===== src/rtl/matrix_scheduler.sv =====
// Purpose : time-shares a 5x7 LED matrix between three requesters; round-robin
//           arbitration at frame boundaries, one latched frame row-scanned with a
//           blanking gap before every row.
// Latency : grant one cycle after req; first lit row BLANK_TICKS cycles after grant.
// Backpressure: none; requesters hold req level until they are done.
// Ports   : CLOCK_50/reset (sync, active-high); req[2:0] level requests;
//           frame0..frame2 35-bit pixel maps (bit r*7+c = row r, column c);
//           grant one-hot owner, active_id owner index; row/column active-high
//           matrix drive; frame_done pulses on the last lit cycle of each frame.
module matrix_scheduler #(
  parameter int ROW_TICKS       = 10000,
  parameter int BLANK_TICKS     = 50,
  parameter int MIN_HOLD_FRAMES = 2
) (
  input  logic        CLOCK_50,
  input  logic        reset,
  input  logic [2:0]  req,
  input  logic [34:0] frame0,
  input  logic [34:0] frame1,
  input  logic [34:0] frame2,
  output logic [2:0]  grant,
  output logic [1:0]  active_id,
  output logic [4:0]  row,
  output logic [6:0]  column,
  output logic        frame_done
);

  localparam int TMAX = (ROW_TICKS > BLANK_TICKS) ? ROW_TICKS : BLANK_TICKS;
  localparam int TW   = (TMAX > 1) ? $clog2(TMAX) : 1;
  localparam int HW   = $clog2(MIN_HOLD_FRAMES + 1);

  localparam logic [TW-1:0] ROW_LAST   = TW'(ROW_TICKS - 1);
  localparam logic [TW-1:0] BLANK_LAST = TW'(BLANK_TICKS - 1);
  localparam logic [HW-1:0] HOLD_MIN   = HW'(MIN_HOLD_FRAMES);

  typedef enum logic [1:0] {IDLE, BLANK, SHOW} state_t;

  state_t      state, state_n;
  logic [TW-1:0] tick, tick_n;
  logic [2:0]  row_idx, row_idx_n;
  logic [HW-1:0] hold, hold_n, hold_inc;
  logic [1:0]  rr_last, rr_n;
  logic [34:0] buffer, buffer_n;
  logic [2:0]  grant_n, others;
  logic [1:0]  active_id_n;
  logic [4:0]  row_n;
  logic [6:0]  column_n;
  logic        frame_done_n;
  logic        latch;

  // First set request scanning last+1, last+2, last+3 (mod 3); zero if none.
  function automatic logic [2:0] rr_pick(input logic [1:0] last, input logic [2:0] r);
    logic [2:0] pick;
    logic [1:0] idx;
    pick = '0;
    idx  = last;
    for (int k = 0; k < 3; k++) begin
      idx = (idx == 2'd2) ? 2'd0 : idx + 2'd1;
      if (pick == 3'b000 && r[idx]) pick[idx] = 1'b1;
    end
    return pick;
  endfunction

  always_comb begin
    state_n   = state;
    tick_n    = tick + TW'(1);
    row_idx_n = row_idx;
    hold_n    = hold;
    rr_n      = rr_last;
    grant_n   = grant;
    latch     = 1'b0;
    others    = req & ~grant;
    hold_inc  = (hold >= HOLD_MIN) ? hold : hold + HW'(1);

    case (state)
      IDLE: begin
        tick_n = '0;
        if (req != 3'b000) begin
          grant_n   = rr_pick(rr_last, req);
          latch     = 1'b1;
          row_idx_n = '0;
          hold_n    = '0;
          state_n   = BLANK;
        end
      end
      BLANK, SHOW: begin
        if ((req & grant) == 3'b000) begin
          // Owner withdrew: abandon the frame immediately, it goes to the back.
          state_n   = IDLE;
          grant_n   = '0;
          rr_n      = active_id;
          tick_n    = '0;
          row_idx_n = '0;
          hold_n    = '0;
        end else if (state == BLANK) begin
          if (tick == BLANK_LAST) begin
            state_n = SHOW;
            tick_n  = '0;
          end
        end else if (tick == ROW_LAST) begin
          tick_n  = '0;
          state_n = BLANK;
          if (row_idx != 3'd4) begin
            row_idx_n = row_idx + 3'd1;
          end else begin
            // Frame boundary: the only place ownership may change.
            row_idx_n = '0;
            latch     = 1'b1;
            if (hold_inc >= HOLD_MIN && others != 3'b000) begin
              rr_n    = active_id;
              grant_n = rr_pick(active_id, others);
              hold_n  = '0;
            end else begin
              hold_n = hold_inc;
            end
          end
        end
      end
      default: begin
        state_n = IDLE;
        grant_n = '0;
        tick_n  = '0;
      end
    endcase

    active_id_n = {grant_n[2], grant_n[1]};

    buffer_n = buffer;
    if (latch) begin
      case (grant_n)
        3'b001:  buffer_n = frame0;
        3'b010:  buffer_n = frame1;
        default: buffer_n = frame2;
      endcase
    end

    // Outputs are derived from the next state so they can be registered
    // without adding a cycle of lag to the scan.
    row_n    = '0;
    column_n = '0;
    if (state_n == SHOW) begin
      row_n = 5'b00001 << row_idx_n;
      case (row_idx_n)
        3'd0:    column_n = buffer_n[6:0];
        3'd1:    column_n = buffer_n[13:7];
        3'd2:    column_n = buffer_n[20:14];
        3'd3:    column_n = buffer_n[27:21];
        default: column_n = buffer_n[34:28];
      endcase
    end
    frame_done_n = (state_n == SHOW) && (row_idx_n == 3'd4) && (tick_n == ROW_LAST);
  end

  always_ff @(posedge CLOCK_50) begin
    if (reset) begin
      state      <= IDLE;
      tick       <= '0;
      row_idx    <= '0;
      hold       <= '0;
      rr_last    <= 2'd2;
      buffer     <= '0;
      grant      <= '0;
      active_id  <= '0;
      row        <= '0;
      column     <= '0;
      frame_done <= 1'b0;
    end else begin
      state      <= state_n;
      tick       <= tick_n;
      row_idx    <= row_idx_n;
      hold       <= hold_n;
      rr_last    <= rr_n;
      buffer     <= buffer_n;
      grant      <= grant_n;
      active_id  <= active_id_n;
      row        <= row_n;
      column     <= column_n;
      frame_done <= frame_done_n;
    end
  end

endmodule


===== config.mk =====
export PLATFORM = sky130hd
export DESIGN_NAME = matrix_scheduler
export DESIGN_NICKNAME = d
export VERILOG_FILES = /design/src/rtl/matrix_scheduler.sv
export SDC_FILE = /design/constraint.sdc
export NUM_CORES = 1
export LEC_CHECK = 0
export ABC_AREA = 1
export CAP_MARGIN = 20
export CORE_AREA = 8 8 115 117
export CTS_BUF_LIST = sky130_fd_sc_hd__clkbuf_4 sky130_fd_sc_hd__clkbuf_8
export DETAILED_ROUTE_END_ITERATION = 16
export DIE_AREA = 0 0 123 125
export GPL_TIMING_DRIVEN = 0
export PLACE_DENSITY = 0.74
export SYNTH_ARGS = -nofsm -noshare
export SYNTH_HDL_FRONTEND = slang
export SYNTH_SLANG_ARGS = --single-unit
export TNS_END_PERCENT = 30

===== constraint.sdc =====
create_clock -name CLOCK_50 -period 2.75 [get_ports CLOCK_50]
set_input_delay 0.825 -clock CLOCK_50 [delete_from_list [all_inputs] [get_ports CLOCK_50]]
set_output_delay 0.825 -clock CLOCK_50 [all_outputs]
set_load 0.05 [all_outputs]

==> results_dict.tcl, run 1 <==
set metrics [dict create \
    status "finished, violations left" \
    violations "setup timing" \
    cts.sinks 74 \
    synthCells 771 \
    track_usage 0.2063 \
    period_share 1.044 \
    vdd_drop_max_v 0.0003646 \
    setup_viol 8 \
    whs_ps 458.7 \
    syn-cell-area_sq_um 4747 \
    grt_setup_unrepaired "true" \
    start_kind "primary input" \
    synthFlopType "dfxtp_1" \
    ios 128 \
    clk_latency_ps 350 \
    tightest_slew_ps 555.0 \
    total_power_uw 4021 \
    io_buffer_count 125 \
    endpoint_kind "flop" \
    grt_max_degree 14 \
    cts_buffer_depth 2 \
    initial_utilization 0.4088 \
    hold_buffers 0 \
    path_class "primary input to flop" \
    first_iter_violations 337 \
    syn2layout_area_growth_pct 52.19 \
    maxSlewHeadroom 0.6300 \
    cpMaxStageDelayCell "a21oi_4" \
    drive_above_1_share 0.2316 \
    critPathArrivalTime_ps 3110 \
    synth.avg_cell_area_sq_um 6.157 \
    crit_family "simple AND/OR/NAND/NOR gates" \
    die_area_sq_um 15380 \
    finalCriticalPeriod_ps 2872 \
    grt_pass1_vias 5160 \
    cpMostUsedCell "nand2_1" \
    vias 5437 \
    routed_wl_um 16360 \
    drv_cap 0 \
    drc 0 \
    synthDistinctLibCells 39 \
    yosysSeqAreaShare 0.3121 \
    power.density_nw_per_um2 556.5 \
    cts_htree_levels 3 \
    wl_per_cell_um 14.91 \
    synth_seq_cells 74 \
    synth-edff-count 0 \
    max_freq_mhz 348.2 \
    fin_nets 1063 \
    crit_required_ps 2990 \
    cts-buffers-inserted 9 \
    crit_fanout 7 \
    async_flop_share 0 \
    finalHoldViolCount 0 \
    dp_hpwl_um 11650 \
    cts_tree "yes" \
    antenna_found_initial 0 \
    overflow 0 \
    synth_nets 889 \
    final_max_slew_viol_count 0 \
    coreArea_sq_um 11610 \
    yosysWarnings 0 \
    grt_pass1_wl_um 25660 \
    fp.dieH_um 125 \
    n_antenna_cell 0 \
    layout_setup_ws_ps -121.7 \
    fp.dieW_um 123 \
    clock_skew_ps 7.165 \
    via_per_inst 4.956 \
    clk_pin_slew_ps 80 \
    cts-root-buf "clkbuf_8" \
    crit_chain "clkbuf_4 > nor3_2 > inv_1 > nor2_1 > inv_1 > nand2_4 > a21oi_4 > a21oi_4 > nand2_8 > nand2_4 > inv_8 > buf_6 > buf_16 > nand2_1 > nand2_1 > nand3_1 > nand2_1 > o21ai_2 > nand2_1" \
    power_leakage_uw 0.003290 \
    hp-class "flop to flop" \
    cpPeakStageDelay_ps 290 \
    gp_congestion 0.8453 \
    crit_buf_inv 6 \
    rows 40 \
    first_pass_iters 5 \
    ant_nets 0 \
    utilization 0.6222 \
]
## through the flow
step                area (sq um)  TNS [ps]  worst slack [ps]  cells
global route                7224     -1942            -255.6   1097
finish                      7224    -566.6            -121.7   1097
detailed placement          6208    -43910             -1227   1043
floorplan                   4773    -58.13            -32.10    771
CTS                         6888    -296.4            -61.37   1086
global placement            6208    -42320             -1204   1043
## cell usage after synthesis, types with 5 or more instances
cell type,n,area share
clkbuf_1,13,0.010
buf_2,8,0.0084
nand2_2,8,0.011
nand3_1,94,0.099
inv_1,73,0.058
o211ai_1,5,0.0079
nand2_1,209,0.17
nor3_1,13,0.014
o21ai_1,12,0.013
nand4_1,15,0.020
inv_2,6,0.0047
nor2_1,128,0.10
or2_0,7,0.0092
or2_2,29,0.038
ha_1,8,0.021
o21ai_0,17,0.018
dfxtp_1,74,0.31
a21oi_1,10,0.011
nor2_2,5,0.0066
## power by group
group	total, uW	internal, uW	switching [uW]
Clock	937	509	428
Sequential	1220	1180	39.4
Combinational	1870	817	1050
Total	4020	2500	1520
## layout by cell type, fill, tap and decap left out, drive strengths merged
cell type        n
clkdlybuf4s50  123
xnor2            2
a31o             1
o211ai           5
a211oi           1
dfxtp           74
nand2          218
a22oi            1
nor2           136
or4              1
xor2             3
o21bai           1
buf             53
clkinv           5
nand4           15
ha               8
clkinvlp         2
bufinv           2
inv             80
nand3           97
o21ai           29
nor3b            1
a21oi           16
nor3            13
or2             36
clkbuf          23
nor4             3
a2111oi          1
## flip-flops by register name, indices dropped and copies added (netlist names)
name	count
row_idx	3
column	7
grant	3
state	2
frame_done	1
rr_last	2
row	5
buffer	35
hold	2
tick	14
## per-layer routing
metal	up-vias	track usage	wire length, um	share of wire
met5	-	0	0	0
met4	0	0.05245	216	0.013
met3	18	0.05896	1360	0.083
met2	159	0.3331	7547	0.46
met1	2463	0.2625	7234	0.44
li1	2797	-	-	-
## path summary, 6_finish.rpt
check	from	to	slack, ps	depth (start not counted)
worst max-delay path	req[0]	column[2]	-120	19
worst min-delay path	hold[0]	hold[0]	460	2
worst max register to register	state[1]	column[2]	-60	22
worst min register to register	hold[0]	hold[0]	460	2
## area by class of cell
type	instances	area, sq um
Clock buffer	9	123.9
Clock inverter	7	93.84
Sequential cell	74	1494
Buffer	25	181.4
Multi-Input combinational cell	588	3204
Inverter	82	325.3
Tap cell	147	183.9
Fill cell	1053	4387
Timing Repair Buffer	165	1618
## worst reg2reg max path, delay by kind of cell (launching register included)
family	cells	cell delay, ps
buffers and inverters	4	360
AOI/OAI and AO/OA	2	380
DFF	1	340
and+or+nand+nor	15	1480
adders and majority gates	1	150
## repair_timing
item                                    in CTS  in global routing
pin swaps                                   36                 31
gates cloned                                 2                  0
gates resized for setup                     79                 64
setup buffers                               26                 13
endpoints found under the setup margin      45                 34
## cell families after synthesis
logic type,count (synthesis),share of synthesized area
flops,74,0.3121
simple gates,520,0.4884
xor+xnor,5,0.009227
buf+inv,109,0.09594
compound gates,55,0.07328
fa+ha+maj,8,0.02109
(Power assumes the default switching activity.)
==> inputs of run 2 (changes only) <==
--- a/config.mk
+++ b/config.mk
@@ -7,12 +7,11 @@
 export LEC_CHECK = 0
 export ABC_AREA = 1
 export CAP_MARGIN = 20
-export CORE_AREA = 8 8 115 117
+export CORE_AREA = 8 8 135 137
 export CTS_BUF_LIST = sky130_fd_sc_hd__clkbuf_4 sky130_fd_sc_hd__clkbuf_8
 export DETAILED_ROUTE_END_ITERATION = 16
-export DIE_AREA = 0 0 123 125
+export DIE_AREA = 0 0 143 145
 export GPL_TIMING_DRIVEN = 0
-export PLACE_DENSITY = 0.74
 export SYNTH_ARGS = -nofsm -noshare
 export SYNTH_HDL_FRONTEND = slang
 export SYNTH_SLANG_ARGS = --single-unit
==> results_dict.tcl, run 2 (same netlist as run 1, synthesis figures left out) <==
set metrics [dict create \
    seqCellArea_sq_um 1494 \
    p_clk_frac 0.202 \
    gp_congestion 0.8123 \
    grt_max_degree 13 \
    cts-root-buf "clkbuf_8" \
    swShare 0.3922 \
    combPwrFrac 0.486 \
    grt_util_met1 0.2006 \
    fin_nets 1056 \
    drive_above_1_share 0.2272 \
    wl_per_cell_um 14.99 \
    tightest_slew_ps 611.4 \
    clk_latency_ps 360 \
    syn2layout_area_growth_pct 52.08 \
    largest-register "buffer" \
    drc 0 \
    first_iter_violations 301 \
    path_class "flop to flop" \
    dp_hpwl_um 12800 \
    critPathArrivalTime_ps 3000 \
    violations "setup timing" \
    routed_wl_um 17420 \
    overflow 0 \
    fp.dieW_um 143 \
    cpMostUsedCell "nand4_1" \
    power_leakage_uw 0.003226 \
    track_usage 0.1615 \
    cts_htree_levels 3 \
    final_cells 1162 \
    setup_viol 1 \
    cpPeakStageDelay_ps 350 \
    r2r_end "column[4]" \
    cts.sinks 74 \
    gr-usage-met2 0.2700 \
    largest_register_ffs 35 \
    hold_buffers 0 \
    vdd_drop_max_v 0.0002974 \
    max_freq_mhz 361.2 \
    via_per_inst 4.625 \
    clk_pin_slew_ps 80 \
    crit_required_ps 2980 \
    final_max_slew_viol_count 0 \
    endpoint_kind "flop" \
    grt_pass1_vias 5037 \
    final_common_cell "nand2_1" \
    crit-reg2reg-launch "state[1]" \
    crit_fanout 5 \
    pre_cts_slack_ps -1286 \
    power.switching_uw 1529 \
    ant_nets 0 \
    finalHoldViolCount 0 \
    reg2reg_setup_slack_ps -20 \
    coreArea_sq_um 16170 \
    final_cell_mix "181 x nand2_1, 123 x clkdlybuf4s50_1, 119 x nor2_1" \
    worstHoldStart "hold[0]" \
    multi_input_area_sq_um 3202 \
    antenna_found_initial 0 \
    start_kind "flop" \
    period_share 1.007 \
    die_area_sq_um 20740 \
    p_int_uw 2370 \
    met3_usage 0.03871 \
    setup-tns-final_ps -18.62 \
    grt_pass1_wl_um 26360 \
    r2r_cells 19 \
    io_buffer_count 125 \
    clock_skew_ps 15.03 \
    cts_buffer_depth 2 \
    first_pass_iters 5 \
    hp-class "flop to flop" \
    maxSlewHeadroom 0.5911 \
    busiest_layer "met2" \
    finalCriticalPeriod_ps 2769 \
    seq_power_share 0.312 \
    layout_setup_ws_ps -18.62 \
    final_cell_area_sq_um 7219 \
    hold_depth 2 \
    initial_utilization 0.2935 \
    cts-buffers-inserted 9 \
    n_antenna_cell 0 \
    crit_chain "inv_4 > ha_4 > nor2_2 > nand4_1 > nor2_4 > nand4_1 > nor2_2 > a21oi_4 > a21oi_4 > buf_12 > nand2_8 > nand2_8 > inv_8 > buf_4 > nand2_1 > nand4_1 > o21ai_1 > or2_1 > nand2_2" \
    power.density_nw_per_um2 540.0 \
    drv_cap 0 \
    cpMaxStageDelayCell "dfxtp_2" \
    reg_top3 "buffer: 35 flops, tick: 14 flops, column: 7 flops" \
    vias 5374 \
    rows 47 \
    status "finished, violations left" \
    grt_setup_unrepaired "true" \
    min_to "hold[0]" \
    placed_area_sq_um 6300 \
    cts_tree "yes" \
    placedCellCount 1116 \
    nFillCells 1712 \
    ios 128 \
    startpoint "state[1]" \
    fp.dieH_um 145 \
]
## run 2: worst max-delay path: cells and delay by family, from the launching register on
kind	cells	cell delay, ps
AO/OA/AOI/OAI	3	380
flip-flops	1	350
adder cells (fa/ha/maj)	1	160
buffers and inverters	4	370
AND/OR/NAND/NOR	11	1350
## run 2: final cells by class
type | instances | share of cell area
clock buffers | 11 | 0.02010
repair buffers | 156 | 0.2133
multi-input cells | 588 | 0.4435
plain buffers | 27 | 0.02946
inverters | 82 | 0.04454
clock inverters | 4 | 0.003986
flip-flops and latches | 74 | 0.2069
well taps | 220 | 0.03813
## run 2: worst max-delay path by stage
stage,to,slack [ps]
floorplan,column[3],-30
global placement,column[4],-1300
detailed placement,column[4],-1290
CTS,column[5],10
global route,column[5],-160
finish,column[4],-20
## run 2: repair_timing
item,in CTS,in global routing
resized for setup,84,65
setup buffers,20,9
endpoints found under the setup margin,44,15
pin swaps,35,34
cloned,1,1
## run 2: power groups by stage
| stage | clock network (uW) | registers, uW | logic, uW |
|---|---|---|---|
| 2_1_floorplan | 0 | 1250 | 944 |
| 6_report | 789 | 1220 | 1890 |
| 5_1_grt | 838 | 1230 | 2060 |
| 3_5_place_dp | 0 | 1240 | 1450 |
| 4_1_cts | 800 | 1220 | 1720 |
| 3_3_place_gp | 0 | 1240 | 1440 |
## run 2: per-layer routing
layer  vias to the layer above  wire (um)
met5                         -          0
met4                         0        271
met3                        12        957
met2                       125       8365
met1                      2447       7827
li1                       2790          -
## run 2: through the flow
stage	hold slack [ps]	total power, uW	util
2_1_floorplan	435.2	2192	-
3_3_place_gp	454.6	2678	0.3896
3_5_place_dp	457.4	2687	0.3896
4_1_cts	469.3	3733	0.4268
5_1_grt	502.0	4128	0.4464
6_report	467.6	3899	0.4464
